File: config.mk
export PLATFORM = sky130hd
export DESIGN_NAME = wbcon_cmd_parser
export DESIGN_NICKNAME = d
export VERILOG_FILES = /design/src/rtl/wbcon_cmd_parser.sv
export SDC_FILE = /design/constraint.sdc
export NUM_CORES = 1
export LEC_CHECK = 0
export BUFFER_PORTS_ARGS = -buffer_cell sky130_fd_sc_hd__buf_2
export CAP_MARGIN = 40
export CELL_PAD_IN_SITES_DETAIL_PLACEMENT = 0
export CELL_PAD_IN_SITES_GLOBAL_PLACEMENT = 1
export CORE_MARGIN = 2
export CORE_UTILIZATION = 41
export CTS_BUF_LIST = sky130_fd_sc_hd__clkbuf_8 sky130_fd_sc_hd__clkbuf_16
export CTS_CLUSTER_SIZE = 40
export DETAILED_ROUTE_END_ITERATION = 12
export GPL_TIMING_DRIVEN = 0
export PLACE_DENSITY_LB_ADDON = 0.1
export SLEW_MARGIN = 40
export SYNTH_ARGS = -nofsm -noshare
export SYNTH_HDL_FRONTEND = slang
export SYNTH_SLANG_ARGS = --single-unit
File: constraint.sdc
create_clock -name i_clk -period 3.2 [get_ports i_clk]
set_clock_uncertainty 0.05 [all_clocks]
set_input_delay 0.32 -clock i_clk [delete_from_list [all_inputs] [get_ports i_clk]]
set_output_delay 0.32 -clock i_clk [all_outputs]
set_load 0.1 [all_outputs]
File: src/rtl/wbcon_cmd_parser.sv
// Byte-stream command parser: cmd/count/address header into a memory request, write bodies streamed downstream.
// Optional header checksum byte is enabled with `define WBCON_CMD_PARSER_CKSUM_EN.
module wbcon_cmd_parser #(
    parameter int         ADDR_WIDTH  = 24,
    parameter int         COUNT_WIDTH = 16,
    parameter int         WORD_BYTES  = 4,
    parameter int         CHAN_BITS   = 2,
    parameter logic [3:0] SYNC_NIBBLE = 4'hA
) (
    input  logic                   i_clk,
    input  logic                   i_rst,
    input  logic [7:0]             i_rx_data,
    input  logic                   i_rx_valid,
    output logic                   o_rx_ready,
    output logic [7:0]             o_body_data,
    output logic                   o_body_valid,
    input  logic                   i_body_ready,
    output logic                   o_mreq_valid,
    input  logic                   i_mreq_ready,
    output logic [ADDR_WIDTH-1:0]  o_mreq_addr,
    output logic [COUNT_WIDTH-1:0] o_mreq_cnt,
    output logic                   o_mreq_wr,
    output logic                   o_mreq_aincr,
    output logic [CHAN_BITS-1:0]   o_mreq_chan,
    output logic [7:0]             o_err_cnt
);

    localparam int         CNT_BYTES  = (COUNT_WIDTH + 7) / 8;
    localparam int         ADDR_BYTES = (ADDR_WIDTH + 7) / 8;
    localparam int         CW8        = CNT_BYTES * 8;
    localparam int         AW8        = ADDR_BYTES * 8;
    localparam int         WB_LOG     = $clog2(WORD_BYTES);
    localparam int         REM_W      = COUNT_WIDTH + WB_LOG + 1;
    localparam logic [7:0] CNT_LAST   = 8'(CNT_BYTES - 1);
    localparam logic [7:0] ADDR_LAST  = 8'(ADDR_BYTES - 1);

    typedef enum logic [2:0] {
        ST_SYNC  = 3'd0,
        ST_CNT   = 3'd1,
        ST_ADDR  = 3'd2,
`ifdef WBCON_CMD_PARSER_CKSUM_EN
        ST_CKSUM = 3'd3,
`endif
        ST_REQ   = 3'd4
    } state_t;

    state_t               state_r;
    logic [7:0]           idx_r;
    logic [CW8-1:0]       cnt_sh_r;
    logic [AW8-1:0]       addr_sh_r;
    logic [REM_W-1:0]     rem_r;
    logic                 acc_r;
    logic                 mreq_valid_r;
    logic                 wr_r;
    logic                 aincr_r;
    logic [CHAN_BITS-1:0] chan_r;
    logic [7:0]           err_r;
`ifdef WBCON_CMD_PARSER_CKSUM_EN
    logic [7:0]           csum_r;

    function automatic logic [7:0] csum_fold(input logic [7:0] acc, input logic [7:0] b);
        return acc ^ b;
    endfunction
`endif

    logic             rx_ready_s;
    logic             body_valid_s;
    logic [7:0]       body_data_s;
    logic             rx_xfer_s;
    logic             body_xfer_s;
    logic             rem_nz_s;
    logic             mreq_fire_s;
    logic             mreq_done_s;
    logic             body_done_s;
    logic [CW8+7:0]   cnt_cat_s;
    logic [AW8+7:0]   addr_cat_s;
    logic [REM_W-1:0] cnt_plus1_s;
    logic [REM_W-1:0] rem_load_s;

    // Little-endian fields: each new byte enters at the top and shifts earlier bytes down.
    assign cnt_cat_s   = {i_rx_data, cnt_sh_r};
    assign addr_cat_s  = {i_rx_data, addr_sh_r};
    assign cnt_plus1_s = {{(REM_W-COUNT_WIDTH){1'b0}}, cnt_sh_r[COUNT_WIDTH-1:0]}
                       + {{(REM_W-1){1'b0}}, 1'b1};
    assign rem_load_s  = wr_r ? (cnt_plus1_s << WB_LOG) : {REM_W{1'b0}};
    assign rem_nz_s    = (rem_r != {REM_W{1'b0}});
    assign rx_xfer_s   = i_rx_valid & rx_ready_s;
    assign body_xfer_s = body_valid_s & i_body_ready;
    assign mreq_fire_s = mreq_valid_r & i_mreq_ready;
    assign mreq_done_s = acc_r | mreq_fire_s;
    assign body_done_s = ~rem_nz_s
                       | ((rem_r == {{(REM_W-1){1'b0}}, 1'b1}) & body_xfer_s);

    // Input handshake and body pass-through; body path is live only while bytes remain in REQ.
    always_comb begin
        rx_ready_s   = 1'b0;
        body_valid_s = 1'b0;
        body_data_s  = 8'h00;
        if (i_rst) begin
            rx_ready_s = 1'b0;
        end else begin
            case (state_r)
                ST_SYNC, ST_CNT, ST_ADDR: rx_ready_s = 1'b1;
`ifdef WBCON_CMD_PARSER_CKSUM_EN
                ST_CKSUM: rx_ready_s = 1'b1;
`endif
                ST_REQ: begin
                    if (rem_nz_s) begin
                        rx_ready_s   = i_body_ready;
                        body_valid_s = i_rx_valid;
                        body_data_s  = i_rx_data;
                    end else begin
                        rx_ready_s = 1'b0;
                    end
                end
                default: rx_ready_s = 1'b0;
            endcase
        end
    end

    // Header parser FSM with registered request fields and saturating garbage counter.
    always_ff @(posedge i_clk) begin
        if (i_rst) begin
            state_r      <= ST_SYNC;
            idx_r        <= 8'h00;
            cnt_sh_r     <= {CW8{1'b0}};
            addr_sh_r    <= {AW8{1'b0}};
            rem_r        <= {REM_W{1'b0}};
            acc_r        <= 1'b0;
            mreq_valid_r <= 1'b0;
            wr_r         <= 1'b0;
            aincr_r      <= 1'b0;
            chan_r       <= {CHAN_BITS{1'b0}};
            err_r        <= 8'h00;
`ifdef WBCON_CMD_PARSER_CKSUM_EN
            csum_r       <= 8'h00;
`endif
        end else begin
            if (mreq_fire_s) begin
                mreq_valid_r <= 1'b0;
                acc_r        <= 1'b1;
            end
            case (state_r)
                ST_SYNC: begin
                    if (rx_xfer_s) begin
                        if (i_rx_data[7:4] == SYNC_NIBBLE) begin
                            wr_r    <= i_rx_data[0];
                            aincr_r <= i_rx_data[1];
                            chan_r  <= i_rx_data[2 +: CHAN_BITS];
                            idx_r   <= 8'h00;
`ifdef WBCON_CMD_PARSER_CKSUM_EN
                            csum_r  <= i_rx_data;
`endif
                            state_r <= ST_CNT;
                        end else if (err_r != 8'hFF) begin
                            err_r <= err_r + 8'h01;
                        end
                    end
                end
                ST_CNT: begin
                    if (rx_xfer_s) begin
                        cnt_sh_r <= cnt_cat_s[CW8+7:8];
`ifdef WBCON_CMD_PARSER_CKSUM_EN
                        csum_r   <= csum_fold(csum_r, i_rx_data);
`endif
                        if (idx_r == CNT_LAST) begin
                            idx_r   <= 8'h00;
                            state_r <= ST_ADDR;
                        end else begin
                            idx_r <= idx_r + 8'h01;
                        end
                    end
                end
                ST_ADDR: begin
                    if (rx_xfer_s) begin
                        addr_sh_r <= addr_cat_s[AW8+7:8];
`ifdef WBCON_CMD_PARSER_CKSUM_EN
                        csum_r    <= csum_fold(csum_r, i_rx_data);
`endif
                        if (idx_r == ADDR_LAST) begin
                            idx_r <= 8'h00;
`ifdef WBCON_CMD_PARSER_CKSUM_EN
                            state_r <= ST_CKSUM;
`else
                            state_r      <= ST_REQ;
                            mreq_valid_r <= 1'b1;
                            acc_r        <= 1'b0;
                            rem_r        <= rem_load_s;
`endif
                        end else begin
                            idx_r <= idx_r + 8'h01;
                        end
                    end
                end
`ifdef WBCON_CMD_PARSER_CKSUM_EN
                ST_CKSUM: begin
                    if (rx_xfer_s) begin
                        if (csum_fold(csum_r, i_rx_data) == 8'h00) begin
                            state_r      <= ST_REQ;
                            mreq_valid_r <= 1'b1;
                            acc_r        <= 1'b0;
                            rem_r        <= rem_load_s;
                        end else begin
                            state_r <= ST_SYNC;
                            if (err_r != 8'hFF) begin
                                err_r <= err_r + 8'h01;
                            end
                        end
                    end
                end
`endif
                ST_REQ: begin
                    if (body_xfer_s) begin
                        rem_r <= rem_r - {{(REM_W-1){1'b0}}, 1'b1};
                    end
                    if (mreq_done_s && body_done_s) begin
                        state_r <= ST_SYNC;
                        acc_r   <= 1'b0;
                    end
                end
                default: state_r <= ST_SYNC;
            endcase
        end
    end

    assign o_rx_ready   = rx_ready_s;
    assign o_body_data  = body_data_s;
    assign o_body_valid = body_valid_s;
    assign o_mreq_valid = mreq_valid_r;
    assign o_mreq_addr  = addr_sh_r[ADDR_WIDTH-1:0];
    assign o_mreq_cnt   = cnt_sh_r[COUNT_WIDTH-1:0];
    assign o_mreq_wr    = wr_r;
    assign o_mreq_aincr = aincr_r;
    assign o_mreq_chan  = chan_r;
    assign o_err_cnt    = err_r;

endmodule
==> metrics.md <==
| Metric | Value |
|---|---|
| DR vias | `4102` |
| Vias per inst | `5.440` |
| # diodes | `0` |
| Switching part of the total | `0.2548` |
| Nets | `636` |
| Yosys reg bits | `84` |
| I/O pin total | `76` |
| Most used cell, CP | `and2_1` |
| First-pass GRT wire length | `19640 um` |
| Largest net degree at the start of global routing | `16` |
| Internal Power | `1.432 mW` |
| Setup TNS | `0 ns` |
| Die area | `10900 um^2` |
| Port Buffer Count | `75` |
| Worst r2r src | `state_r[2]` |
| Yosys synthesis warning count | `0` |
| Comb pwr share | `0.046` |
| WS Path Type | `register to output pin` |
| Rows | `36` |
| R2r setup slk | `0.72 ns` |
| Hold_sp | `i_rx_data[6]` |
| Highest clock rate | `0.3356 GHz` |
| WP data arrival | `2.61 ns` |
| Routability cong. | `0.8745` |
| Clock power share | `0.407` |
| Clock-pin slew of the registers on the worst-case setup and hold paths | `0.09 ns` |
| Slew @ Worst Pin | `0.7402 ns` |
| Top post-synthesis cells by area | `dfxtp_1 (41%), nand2_1 (10%), a21oi_1 (7.0%)` |
| Leak | `1.880 nW` |
| Setup WS post-layout | `0.2200 ns` |
| Sw power | `0.4896 mW` |
| Fin crit period | `2.980 ns` |
| Vias in the first global route | `3767` |
| Distinct cell type count after synthesis | `52` |
| DRC viols | `0` |
| Max-Slew Margin vs Limit | `0.5042` |
| Worst reg-to-reg path cell count | `9` |
| Post-synth EDFFs | `0` |
| Fraction of layout cells with a size suffix above 1 | `0.1820` |
| Root Driver | `clkbuf_8` |
| Post-synthesis sequential area ratio | `0.4069` |
| CTS tree | `done` |
| Die height | `104.4 um` |
| Total CTS buffers | `9` |
| Core box area | `9774 um^2` |
| Initial antenna violation count | `0` |
| R2R Path End | `rem_r[17]` |
| Dpl ws | `0.1364 ns` |
| Layout area overhead | `19.19%` |
| Maximum level of the CTS H-tree | `3` |
| Synth area leader | `dfxtp_1` |
| WHS Endpoint | `o_mreq_cnt[14]` |
| Initial Utilization | `0.4228` |
| Max VDD drop | `0.0002830 V` |
| Post-synth ARST share | `0` |
| Worst path buffer plus inverter count | `2` |
| CP delay by family, top | `simple AND/OR/NAND/NOR gates` |
| Critical path endpoint category | `output pin` |
| Crit. path cell count | `8` |
| Die width | `104.4 um` |
| 1st-pass router iterations | `4` |
| RSZ-0062 raised after global routing | `false` |
| Status | `completed` |
| Fin crit share | `0.9313` |
| Req. time, crit path | `2.83 ns` |
| Hpwl dp | `8852 um` |
| Clk sinks | `84` |
| Remaining antenna violation count | `0` |
| Critical-path cell list | `inv_1 -> ha_1 -> nor3b_4 -> and2_1 -> and2_2 -> nor3_4 -> and2_1 -> clkbuf_4` |
| 1st-iter DRT viols | `165` |
| Hold WC Path Type | `input pin to register` |
| Hold Buf Count CTS | `0` |
| Synth top area share | `0.4069` |
| GRT Total Usage | `0.2273` |
| CTS Buffer Depth | `2` |
| Cell Area, Synth | `4133 um^2` |
| Seq pwr share | `0.547` |
| Worst skew pair latency | `0.38 ns` |
| WHS Path Cells | `3` |
| Final Hold Fails | `0` |
| Syn_area_per_cell | `7.798 um^2` |
| Syn nets | `550` |
| Total Wirelength | `12140 um` |
| Ys flop type | `dfxtp_1` |
| Global route overflow | `0` |
| Max Cap Viol | `0` |
| Pwr dens | `390.0 nW/um^2` |
| Max incr delay on CP | `0.44 ns` |
| Critical-path top delay cell | `dfxtp_1` |
| Syn Inst Count | `530` |
| Critical path peak fanout | `9` |
| Wirelength per Cell | `16.10 um` |
| Final setup viols | `0` |
| Worst setup SP type | `register` |
| Fin. max-slew vios | `0` |
==> power groups by stage <==
stage                     combinational, mW  sequential (mW)  clock (mW)
after CTS                            0.0896             1.05       0.806
after detailed placement             0.0892             1.08           0
after global placement               0.0882             1.08           0
final                                0.0890             1.05       0.781
after global routing                 0.0965             1.05       0.844
after floorplan                      0.0388             1.09           0
==> layout make-up <==
cell class	instances	area, um^2
Inverter	11	41.29
Clock inverter	7	75.07
Sequential cell	84	1682
Tap cell	133	166.4
Multi-Input combinational cell	407	2316
Timing Repair Buffer	75	397.9
Clock buffer	9	123.9
Buffer	28	123.9
Fill cell	1030	4848
==> per-stage QoR <==
stage            util  total power [mW]  area (um^2)  hold slack (ns)  cells
2_1_floorplan       -             1.132         4133           0.3990    530
3_3_place_gp   0.4782             1.164         4674           0.3905    738
3_5_place_dp   0.4782             1.165         4674           0.3972    738
4_1_cts        0.4996             1.946         4883           0.1442    754
5_1_grt        0.5040             1.993         4926           0.1468    754
6_report       0.5040             1.921         4926           0.1578    754
==> cells in the final DEF, fill, tap and decap left out, types with 2 or more instances in the layout <==
| cell type | count |
|---|---|
| clkbuf_1 | 19 |
| nor2_1 | 46 |
| a31oi_1 | 7 |
| nand4_1 | 12 |
| xnor2_1 | 13 |
| nand3b_1 | 2 |
| a31o_2 | 2 |
| nor3_1 | 14 |
| a21oi_1 | 58 |
| o21ai_0 | 24 |
| nor3b_1 | 2 |
| or3_1 | 5 |
| nand4b_1 | 2 |
| nand3_1 | 13 |
| clkinv_2 | 2 |
| inv_1 | 10 |
| ha_1 | 7 |
| o32ai_1 | 3 |
| mux2i_1 | 7 |
| nor4_2 | 3 |
| and3_1 | 6 |
| nor4_1 | 4 |
| clkbuf_8 | 9 |
| a21o_1 | 2 |
| xor2_1 | 15 |
| clkbuf_4 | 9 |
| nor2b_1 | 3 |
| a32o_1 | 6 |
| nand2b_1 | 3 |
| or4_1 | 3 |
| and2_1 | 11 |
| o22ai_1 | 5 |
| buf_2 | 71 |
| clkinv_4 | 3 |
| nand2_1 | 111 |
| dfxtp_1 | 84 |
==> worst register-to-register path: cells and delay by family, from the launching register on <==
kind | cells | cell delay [ns]
simple gates | 3 | 0.87
compound gates | 3 | 0.62
buf+inv | 3 | 0.50
flops | 1 | 0.32
==> sequential cells by signal, summed over array words and instances, names as in the netlist, 2 cells and up <==
register     flops
o_err_cnt        8
o_mreq_chan      2
o_mreq_cnt      16
idx_r            8
rem_r           19
o_mreq_addr     24
state_r          3
==> cells by family after synthesis <==
group	count (synthesis)	synth area share
compound gates	114	0.1644
xor+xnor	28	0.05934
fa+ha+maj	7	0.02119
buf+inv	39	0.03996
flops	84	0.4069
mux	7	0.01695
simple gates	251	0.2913
==> how the worst max path moves through the flow <==
stage | slack, ns | end | startpoint
CTS | 0.009 | o_body_valid | rem_r[0]
detailed placement | 0.14 | o_body_valid | rem_r[0]
global route | 0.04 | o_body_data[0] | rem_r[0]
floorplan | 0.14 | o_rx_ready | rem_r[0]
finish | 0.22 | o_body_data[6] | rem_r[0]
global placement | 0.20 | o_body_valid | rem_r[0]
==> cell usage after synthesis, types with 2 or more instances <==
cell      number
nor2b_1        3
and2_1        12
nand2b_1       3
nor3_1        15
clkbuf_1      19
or3_1          5
and3_1         6
nand3b_1       2
nor4_1         5
or4_1          3
o22ai_1        5
xnor2_1       13
nor3b_1        3
nand4b_1       2
nor4_2         2
nand3_1       13
inv_1         10
o32ai_1        3
mux2i_1        7
ha_1           7
o21ai_0       24
a31oi_1        7
nor2_1        46
buf_2          5
a32o_1         6
a21oi_1       58
nand4_1       12
dfxtp_1       84
a31o_2         2
xor2_1        15
nand2_1      111
a21o_1         2
==> routing by layer <==
| layer | vias to the layer above | part of all wire | GRT usage |
|---|---|---|---|
| li1 | 2021 | - | - |
| met1 | 1967 | 0.48 | 0.3189 |
| met2 | 103 | 0.46 | 0.3413 |
| met3 | 11 | 0.057 | 0.06516 |
| met4 | 0 | 0.0084 | 0.05985 |
| met5 | - | 0 | 0 |
==> repair_timing <==
action / in CTS / in global routing
gates resized for setup: 2 / 12
endpoints found under the setup margin: 10 / 10
setup buffers: 0 / 0
Power figures use the tool's default switching activity.
